<file path="config.mk">
export PLATFORM = sky130hd
export DESIGN_NAME = uart_tx_frame_gen
export DESIGN_NICKNAME = d
export VERILOG_FILES = /design/src/rtl/uart_tx_pkg.sv /design/src/rtl/uart_tx_frame_gen_baud.sv /design/src/rtl/uart_tx_frame_gen.sv
export SDC_FILE = /design/constraint.sdc
export NUM_CORES = 1
export LEC_CHECK = 0
export BUFFER_PORTS_ARGS = -buffer_cell sky130_fd_sc_hd__buf_2
export CAP_MARGIN = 5
export CORE_MARGIN = 2
export CORE_UTILIZATION = 55
export DETAILED_ROUTE_END_ITERATION = 12
export GPL_TIMING_DRIVEN = 0
export PLACE_DENSITY = 0.77
export SYNTH_ARGS = -nofsm -noshare
export SYNTH_HDL_FRONTEND = slang
export SYNTH_HIERARCHICAL = 1
export SYNTH_SLANG_ARGS = --single-unit
</file>
<file path="constraint.sdc">
create_clock -name clk -period 2.9 [get_ports clk]
set_clock_uncertainty 0.1 [all_clocks]
set_input_delay 0.58 -clock clk [delete_from_list [all_inputs] [get_ports clk]]
set_output_delay 0.58 -clock clk [all_outputs]
set_load 0.02 [all_outputs]
</file>
<file path="src/rtl/uart_tx_pkg.sv">
// Shared definitions for the UART transmit framer: parity codes, FSM encoding,
// per-frame configuration payload and the parity helper.
package uart_tx_pkg;

  localparam int unsigned MAX_WIDTH = 9;

  localparam logic [1:0] PAR_EVEN  = 2'b00;
  localparam logic [1:0] PAR_ODD   = 2'b01;
  localparam logic [1:0] PAR_MARK  = 2'b10;
  localparam logic [1:0] PAR_SPACE = 2'b11;

  typedef enum logic [2:0] {
    ST_IDLE   = 3'd0,
    ST_START  = 3'd1,
    ST_DATA   = 3'd2,
    ST_PARITY = 3'd3,
    ST_STOP1  = 3'd4,
    ST_STOP2  = 3'd5
  } state_t;

  // Frame options captured together with a word
  typedef struct packed {
    logic       par_en;
    logic [1:0] par_type;
    logic       stop2;
  } frame_cfg_t;

  // Parity bit for a zero-extended data word (zero padding does not change XOR)
  function automatic logic par_calc(input logic [MAX_WIDTH-1:0] data,
                                    input logic [1:0]           par_type);
    logic p;
    p = 1'b0;
    case (par_type)
      PAR_EVEN: p = ^data;
      PAR_ODD:  p = ~^data;
      PAR_MARK: p = 1'b1;
      default:  p = 1'b0;
    endcase
    return p;
  endfunction

endpackage

</file>
<file path="src/rtl/uart_tx_frame_gen_baud.sv">
// Baud tick generator: counts 0..CLKS_PER_BIT-1 and flags the last count.
// Ports: clk, rst (async active-low), clear (sync restart), tick_c (last cycle of a bit).
// With CLKS_PER_BIT=1 the counter never leaves 0, so tick_c is always 1.
module uart_baud_tick #(
  parameter int unsigned CLKS_PER_BIT = 1
) (
  input  logic clk,
  input  logic rst,
  input  logic clear,
  output logic tick_c
);

  localparam int unsigned CNT_W = $clog2(CLKS_PER_BIT + 1);
  localparam logic [CNT_W-1:0] LAST = CNT_W'(CLKS_PER_BIT - 1);

  logic [CNT_W-1:0] cnt_q;

  assign tick_c = (cnt_q == LAST);

  // Bit-period counter, wraps at every bit boundary
  always_ff @(posedge clk or negedge rst) begin
    if (!rst) begin
      cnt_q <= '0;
    end else if (clear || tick_c) begin
      cnt_q <= '0;
    end else begin
      cnt_q <= cnt_q + CNT_W'(1);
    end
  end

endmodule

</file>
<file path="src/rtl/uart_tx_frame_gen.sv">
// UART transmit framer: start bit, WIDTH data bits LSB first, optional parity,
// one or two stop bits, with a one-entry holding buffer for back-to-back frames.
// Ports:
//   clk, rst (async active-low)
//   Data_valid, P_data[WIDTH], Par_en, Par_type[2], Stop2 : word request + options
//   Ready   : holding buffer empty
//   Busy    : frame on the line
//   TX_OUT  : serial line, idle high
//   Par_bit : parity of the frame currently or last on the line
module uart_tx_frame_gen
  import uart_tx_pkg::*;
#(
  parameter int unsigned WIDTH        = 8,
  parameter int unsigned CLKS_PER_BIT = 1
) (
  input  logic             clk,
  input  logic             rst,
  input  logic             Data_valid,
  input  logic [WIDTH-1:0] P_data,
  input  logic             Par_en,
  input  logic [1:0]       Par_type,
  input  logic             Stop2,
  output logic             Ready,
  output logic             Busy,
  output logic             TX_OUT,
  output logic             Par_bit
);

  localparam int unsigned BIT_W = $clog2(WIDTH);
  localparam logic [BIT_W-1:0] LAST_BIT = BIT_W'(WIDTH - 1);

  state_t           state_q, state_d;
  logic [WIDTH-1:0] shift_q, shift_d;
  logic [BIT_W-1:0] bit_cnt_q, bit_cnt_d;
  logic             par_en_q, par_en_d;
  logic             stop2_q, stop2_d;
  logic             par_bit_q, par_bit_d;
  logic [WIDTH-1:0] hold_data_q, hold_data_d;
  frame_cfg_t       hold_cfg_q, hold_cfg_d;
  logic             ready_q, ready_d;
  logic             busy_q, busy_d;
  logic             tx_q, tx_d;

  frame_cfg_t       cfg_in;
  frame_cfg_t       load_cfg;
  logic [WIDTH-1:0] load_data;
  logic             load;
  logic             accept;
  logic             last_stop;
  logic             tick_c;

  assign cfg_in = '{par_en: Par_en, par_type: Par_type, stop2: Stop2};

  // Counter held at 0 while idle so every frame starts on a fresh bit period
  uart_baud_tick #(.CLKS_PER_BIT(CLKS_PER_BIT)) u_baud (
    .clk    (clk),
    .rst    (rst),
    .clear  (state_q == ST_IDLE),
    .tick_c (tick_c)
  );

  // Next-state, datapath and registered-output logic
  always_comb begin
    state_d     = state_q;
    shift_d     = shift_q;
    bit_cnt_d   = bit_cnt_q;
    par_en_d    = par_en_q;
    stop2_d     = stop2_q;
    par_bit_d   = par_bit_q;
    hold_data_d = hold_data_q;
    hold_cfg_d  = hold_cfg_q;
    ready_d     = ready_q;
    load        = 1'b0;
    load_data   = P_data;
    load_cfg    = cfg_in;
    accept      = Data_valid && ready_q;
    last_stop   = tick_c && (((state_q == ST_STOP1) && !stop2_q) || (state_q == ST_STOP2));

    case (state_q)
      ST_IDLE:   if (accept) load = 1'b1;
      ST_START:  if (tick_c) state_d = ST_DATA;
      ST_DATA: begin
        if (tick_c) begin
          if (bit_cnt_q == LAST_BIT) begin
            bit_cnt_d = '0;
            state_d   = par_en_q ? ST_PARITY : ST_STOP1;
          end else begin
            bit_cnt_d = bit_cnt_q + BIT_W'(1);
            shift_d   = shift_q >> 1;
          end
        end
      end
      ST_PARITY: if (tick_c) state_d = ST_STOP1;
      ST_STOP1:  if (tick_c) state_d = stop2_q ? ST_STOP2 : ST_IDLE;
      ST_STOP2:  if (tick_c) state_d = ST_IDLE;
      default:   state_d = ST_IDLE;
    endcase

    // End of frame chains straight into the next word, buffered one first
    if (last_stop) begin
      if (!ready_q) begin
        load      = 1'b1;
        load_data = hold_data_q;
        load_cfg  = hold_cfg_q;
        ready_d   = 1'b1;
      end else if (accept) begin
        load = 1'b1;
      end
    end else if (accept && (state_q != ST_IDLE)) begin
      hold_data_d = P_data;
      hold_cfg_d  = cfg_in;
      ready_d     = 1'b0;
    end

    if (load) begin
      state_d   = ST_START;
      shift_d   = load_data;
      bit_cnt_d = '0;
      par_en_d  = load_cfg.par_en;
      stop2_d   = load_cfg.stop2;
      par_bit_d = par_calc(MAX_WIDTH'(load_data), load_cfg.par_type);
    end

    case (state_d)
      ST_START:  tx_d = 1'b0;
      ST_DATA:   tx_d = shift_d[0];
      ST_PARITY: tx_d = par_bit_d;
      default:   tx_d = 1'b1;
    endcase
    busy_d = (state_d != ST_IDLE);
  end

  // State and output registers
  always_ff @(posedge clk or negedge rst) begin
    if (!rst) begin
      state_q     <= ST_IDLE;
      shift_q     <= '0;
      bit_cnt_q   <= '0;
      par_en_q    <= 1'b0;
      stop2_q     <= 1'b0;
      par_bit_q   <= 1'b0;
      hold_data_q <= '0;
      hold_cfg_q  <= '0;
      ready_q     <= 1'b1;
      busy_q      <= 1'b0;
      tx_q        <= 1'b1;
    end else begin
      state_q     <= state_d;
      shift_q     <= shift_d;
      bit_cnt_q   <= bit_cnt_d;
      par_en_q    <= par_en_d;
      stop2_q     <= stop2_d;
      par_bit_q   <= par_bit_d;
      hold_data_q <= hold_data_d;
      hold_cfg_q  <= hold_cfg_d;
      ready_q     <= ready_d;
      busy_q      <= busy_d;
      tx_q        <= tx_d;
    end
  end

  assign Ready   = ready_q;
  assign Busy    = busy_q;
  assign TX_OUT  = tx_q;
  assign Par_bit = par_bit_q;

endmodule

</file>
## Word-level counts from Yosys, hierarchy flattened

Index checks and enable logic that the tools add are counted.

- Bitwise gates (word level): 2
- Equality and inequality tests: 13
- Add/subtract/negate cells: 2
- Muxes and demuxes: 33
- Reduce and logical (&&, ||, !) cells: 18

Operators with widths:

| kind | number |
|---|---|
| $mux 8 | 6 |
| $mux 3 | 13 |
| $pmux 3 s6 | 1 |
| $eq 3x2->1 const B | 4 |
| $eq 3x3->1 const B | 3 |
| $mux 1 | 9 |
| $reduce_xnor 9->1 | 1 |
| $reduce_xor 9->1 | 1 |
| $mux 4 | 2 |
| $eq 3x1->1 const B | 2 |
| $pmux 1 s3 | 2 |
| $reduce_bool 3->1 | 2 |
| $logic_and 1x1->1 | 4 |
| $ne 2x2->1 const B | 2 |
| $reduce_and 2->1 | 2 |
| $reduce_bool 2->1 | 2 |
| $add 3x1->3 const B | 1 |
| $logic_not 3->1 | 1 |
| $reduce_and 3->1 | 1 |
| $eq 2x1->1 const B | 1 |
| $eq 2x2->1 const B | 1 |
| $logic_not 2->1 | 1 |
| $logic_or 1x1->1 | 2 |
| $not 1->1 | 2 |
| 2 further kinds | 2 |

- Register bits: 33
- Word-level logic and storage cells: 83
- Output and inout bits: 4

## Logic depth before layout (Yosys ltp)

- Depth after elaboration: 9
- Gate-level depth with buffers: 8
- Depth with buffers taken out: 8

## Hierarchy

The synthesis kept the hierarchy.

By module, submodules not included:

| module | area each (um^2) | times used | cells each |
|---|---|---|---|
| uart_tx_frame_gen | 1,774.2 | 1 | 151 |
| uart_baud_tick | 32.5 | 1 | 3 |

## Worst setup path after synthesis

OpenSTA, ideal clock, no wires.

- Path type: input-to-reg
- Start: input P_data[4]
- End: register par_bit_q (netlist: Par_bit)
- Path buffers: 0
- Library setup time: 0.125 ns
- Cell stages on the path: 6
- Arrival: 1.561 ns
- Setup slack: 1.114 ns
- Cell sequence: xor2_1 > xnor2_1 > xnor2_1 > o32ai_2 > xor2_1 > mux2_2

- Longest elaborated chain between the ends: 5
- Elaborated cells on any way between the ends: 6
- Classes of those cells: 4 x mux; 2 x reduce/logical

RTL lines:

| what | RTL line | text |
|---|---|---|
| start, declared | uart_tx_frame_gen.sv:19 | `input logic [WIDTH-1:0] P_data,` |
| $mux 8 | uart_tx_frame_gen.sv:101 | `if (!ready_q) begin` |
| $mux 8 (*) | uart_tx_frame_gen.sv:100 | `if (last_stop) begin` |
| $reduce_xnor 9->1 / $reduce_xor 9->1 (equally long branches) | uart_tx_pkg.sv:35, uart_tx_pkg.sv:34 |  |
| $pmux 1 s3 (*) | uart_tx_pkg.sv:33 | `case (par_type)` |
| $mux 1 (*) | uart_tx_frame_gen.sv:115 | `if (load) begin` |
| net par_bit_d | uart_tx_frame_gen.sv:37 | `logic par_bit_q, par_bit_d;` |
| end signal, assigned | uart_tx_frame_gen.sv:153 | `par_bit_q <= par_bit_d;` |
| end, declared | uart_tx_frame_gen.sv:37 |  |

The timed path passes the listed nets; every way through them passes the cells marked *.
A chain may end at the register's enable or synchronous reset.

## Worst setup path after layout

- Start: register state_q[0]
- End: register hold_cfg_q[2] in the netlist's numbering

- Longest elaborated chain between the ends: 6
- Elaborated cells on any way between the ends: 9
- Classes of those cells: 2 x eq/ne; 1 x bitwise; 6 x reduce/logical

RTL lines:

| what | RTL line | text |
|---|---|---|
| start, declared | uart_tx_frame_gen.sv:32 | `state_t state_q, state_d;` |
| start signal, assigned | uart_tx_frame_gen.sv:148 | `state_q <= state_d;` |
| $eq 3x3->1 | uart_tx_frame_gen.sv:77 | `last_stop = tick_c && (((state_q == ST_STOP1) && !stop2_q) \|\| (state_q == ST_STOP2));` |
| $logic_and 1x1->1 | uart_tx_frame_gen.sv:77 |  |
| $logic_or 1x1->1 | uart_tx_frame_gen.sv:77 |  |
| $logic_and 1x1->1 | uart_tx_frame_gen.sv:77 |  |
| $not 1->1 (no source line) | n/a |  |
| $reduce_and 2->1 (no source line) (*) | n/a |  |
| end signal, assigned | uart_tx_frame_gen.sv:155 | `hold_cfg_q <= hold_cfg_d;` |
| end, declared | uart_tx_frame_gen.sv:39 | `frame_cfg_t hold_cfg_q, hold_cfg_d;` |

Every way passes the cells marked *; elsewhere a longest branch is shown, timed or not.

==> flow_summary.toml <==
[grt]
antenna_found_initial = 0
grt_pass1_wl_um = 5290
gr-usage-all-layers_pct = 19.7
grt_max_degree = 34
grt_overflow = 0
grt_pass1_vias = 1195

[floorplan]
fp.dieW_um = 61.2
die_area_mm2 = 0.00375
die_h_um = 61.2
initial_utilization_pct = 58.5
num_io_pins = 19
rows = 20
core_area_mm2 = 0.00308

[cts]
postCtsHoldBufs = 0
post-cts-setup-buffer-count = 0
cts_tree = "yes"
root_buffer = "clkbuf_4"
clkSinkCount = 33
h-tree-depth = 2
insertion_delay_ns = 0.32
cts.repair.resized = 0
clk_pin_slew_worst_paths_ns = 0.10
cts_buffer_depth = 2
numCtsBuffers = 5

[placed_design]
pre_cts_ws_ns = 0.844
place_hpwl_um = 2330
io_buffers = 18
gp_congestion = 0.823

[worst_hold_path]
holdCritPathClass = "in -> async"

[power_and_ir_drop]
power.total_w = 0.00206
power.leakage_nw = 0.923
vdd_ir_drop_max_mv = 0.587
power_density_mw_per_mm2 = 1030

[synthesis]
avgSynthCellArea_um2 = 11.8
yosys_warnings = 6
synth_cells = 153
netlist_area_mm2 = 0.00180
syn_nets = 170

[drt]
wl_per_cell_um = 13.8
dr_total_vias = 1189
via_per_inst = 5.33
drtAntennaViolNets = 0
drt_first_pass_iters = 4
drc = 0
drt_iter0_drc = 50
drt-total-wl_um = 3090

[sta]
finalMaxSlewViolations = 0
period_share_pct = 66.2
fin_crit_ns = 1.92
setup_viol = 0
rsz0062_at_grt = "no"
tightest_slew_ns = 0.713
tns_ns = 0
worst_slack_ns = 0.981
hold_viol_final = 0
relSlewSlack_pct = 52.5
clock.fmax_mhz = 521

[run_status]
outcome = "finished clean"

[cells_and_area]
layout-drive-gt1-share_pct = 32.4
diodes = 0
fin_nets = 195
area_growth_pct = 10.9

[setup_path]
start_kind = "register"
path_class = "reg -> reg"
endpoint_kind = "register"
arrival_ns = 2.04
path_max_fanout = 10
required_ns = 3.02

[run]
maxCapViolCount = 0
layout by cell type, fill, tap and decap left out, types with 2 or more instances in the layout:
cell type and n:
ha_1 2, mux2_2 13, a211oi_2 3, o21ai_0 3, clkbuf_4 5, xnor2_1 12
a21oi_1 10, a211oi_1 3, nand2_1 2, and2_1 3, buf_2 21, dfstp_2 2
nor2_1 12, nand2b_1 3, a31oi_1 2, dfrtp_1 31, buf_6 3, xor2_1 3
mux2i_1 16, clkinv_2 2, nand2b_4 2, nor2b_1 9
worst paths after layout:
kind	from	end	slack, ns	cells after the start
min in group clk	Par_type[0]	hold_cfg_q[1]	0.40	2
min reg2reg	hold_cfg_q[1]	hold_cfg_q[1]	0.42	1
max	state_q[0]	hold_cfg_q[2]	0.98	6
max in group asynchronous	rst	shift_q[0]	2.05	1
max reg2reg	state_q[0]	hold_cfg_q[2]	0.98	6
min	rst	u_baud/cnt_q	0.20	1
per-layer routing:
metal  track usage (%)  part of all wire [%]  routed length [um]
met1              24.9                    45                1390
met2              32.1                    51                1560
met3              6.93                   4.1                 127
met4              5.59                  0.36                  11
met5                 0                     0                   0
worst max-delay path, stage by stage (launching register included):
cell	delay (ns)
dfrtp_1	0.50
nand2b_4	0.20
and2_1	0.15
a21oi_1	0.08
o211ai_2	0.25
buf_6	0.20
mux2_2	0.34
sequential cells by signal (all words and copies together), names as in the netlist:
register,flops
Busy,1
hold_data_q,8
hold_cfg_q,4
state_q,3
Ready,1
Par_bit,1
bit_cnt_q,3
stop2_q,1
par_en_q,1
shift_q,8
TX_OUT,1
u_baud/cnt_q,1
stage by stage:
| step | utilization, % | cell area [um2] | cells | hold slack (ns) |
|---|---|---|---|---|
| after global placement | 63.3 | 1950 | 215 | 0.390 |
| final | 64.9 | 2000 | 223 | 0.197 |
| after global routing | 64.9 | 2000 | 223 | 0.220 |
| after CTS | 64.9 | 2000 | 223 | 0.212 |
| after detailed placement | 63.3 | 1950 | 215 | 0.402 |
| after floorplan | - | 1800 | 153 | 0.184 |
layout make-up:
cell class	instances	area [um2]
Buffer	7	56.3
Timing Repair Buffer	18	90.1
Clock inverter	2	10.0
Multi-Input combinational cell	112	913
Sequential cell	33	828
Inverter	1	3.75
Fill cell	242	1080
Tap cell	44	55.1
Clock buffer	6	41.3
power breakdown:
group	switching (W)	internal [W]
sequential	0.000160	0.000691
clock	0.000148	0.0000923
combinational	0.000478	0.000492
total	0.000786	0.00127
Note: power is estimated with default switching activity, not from simulation.
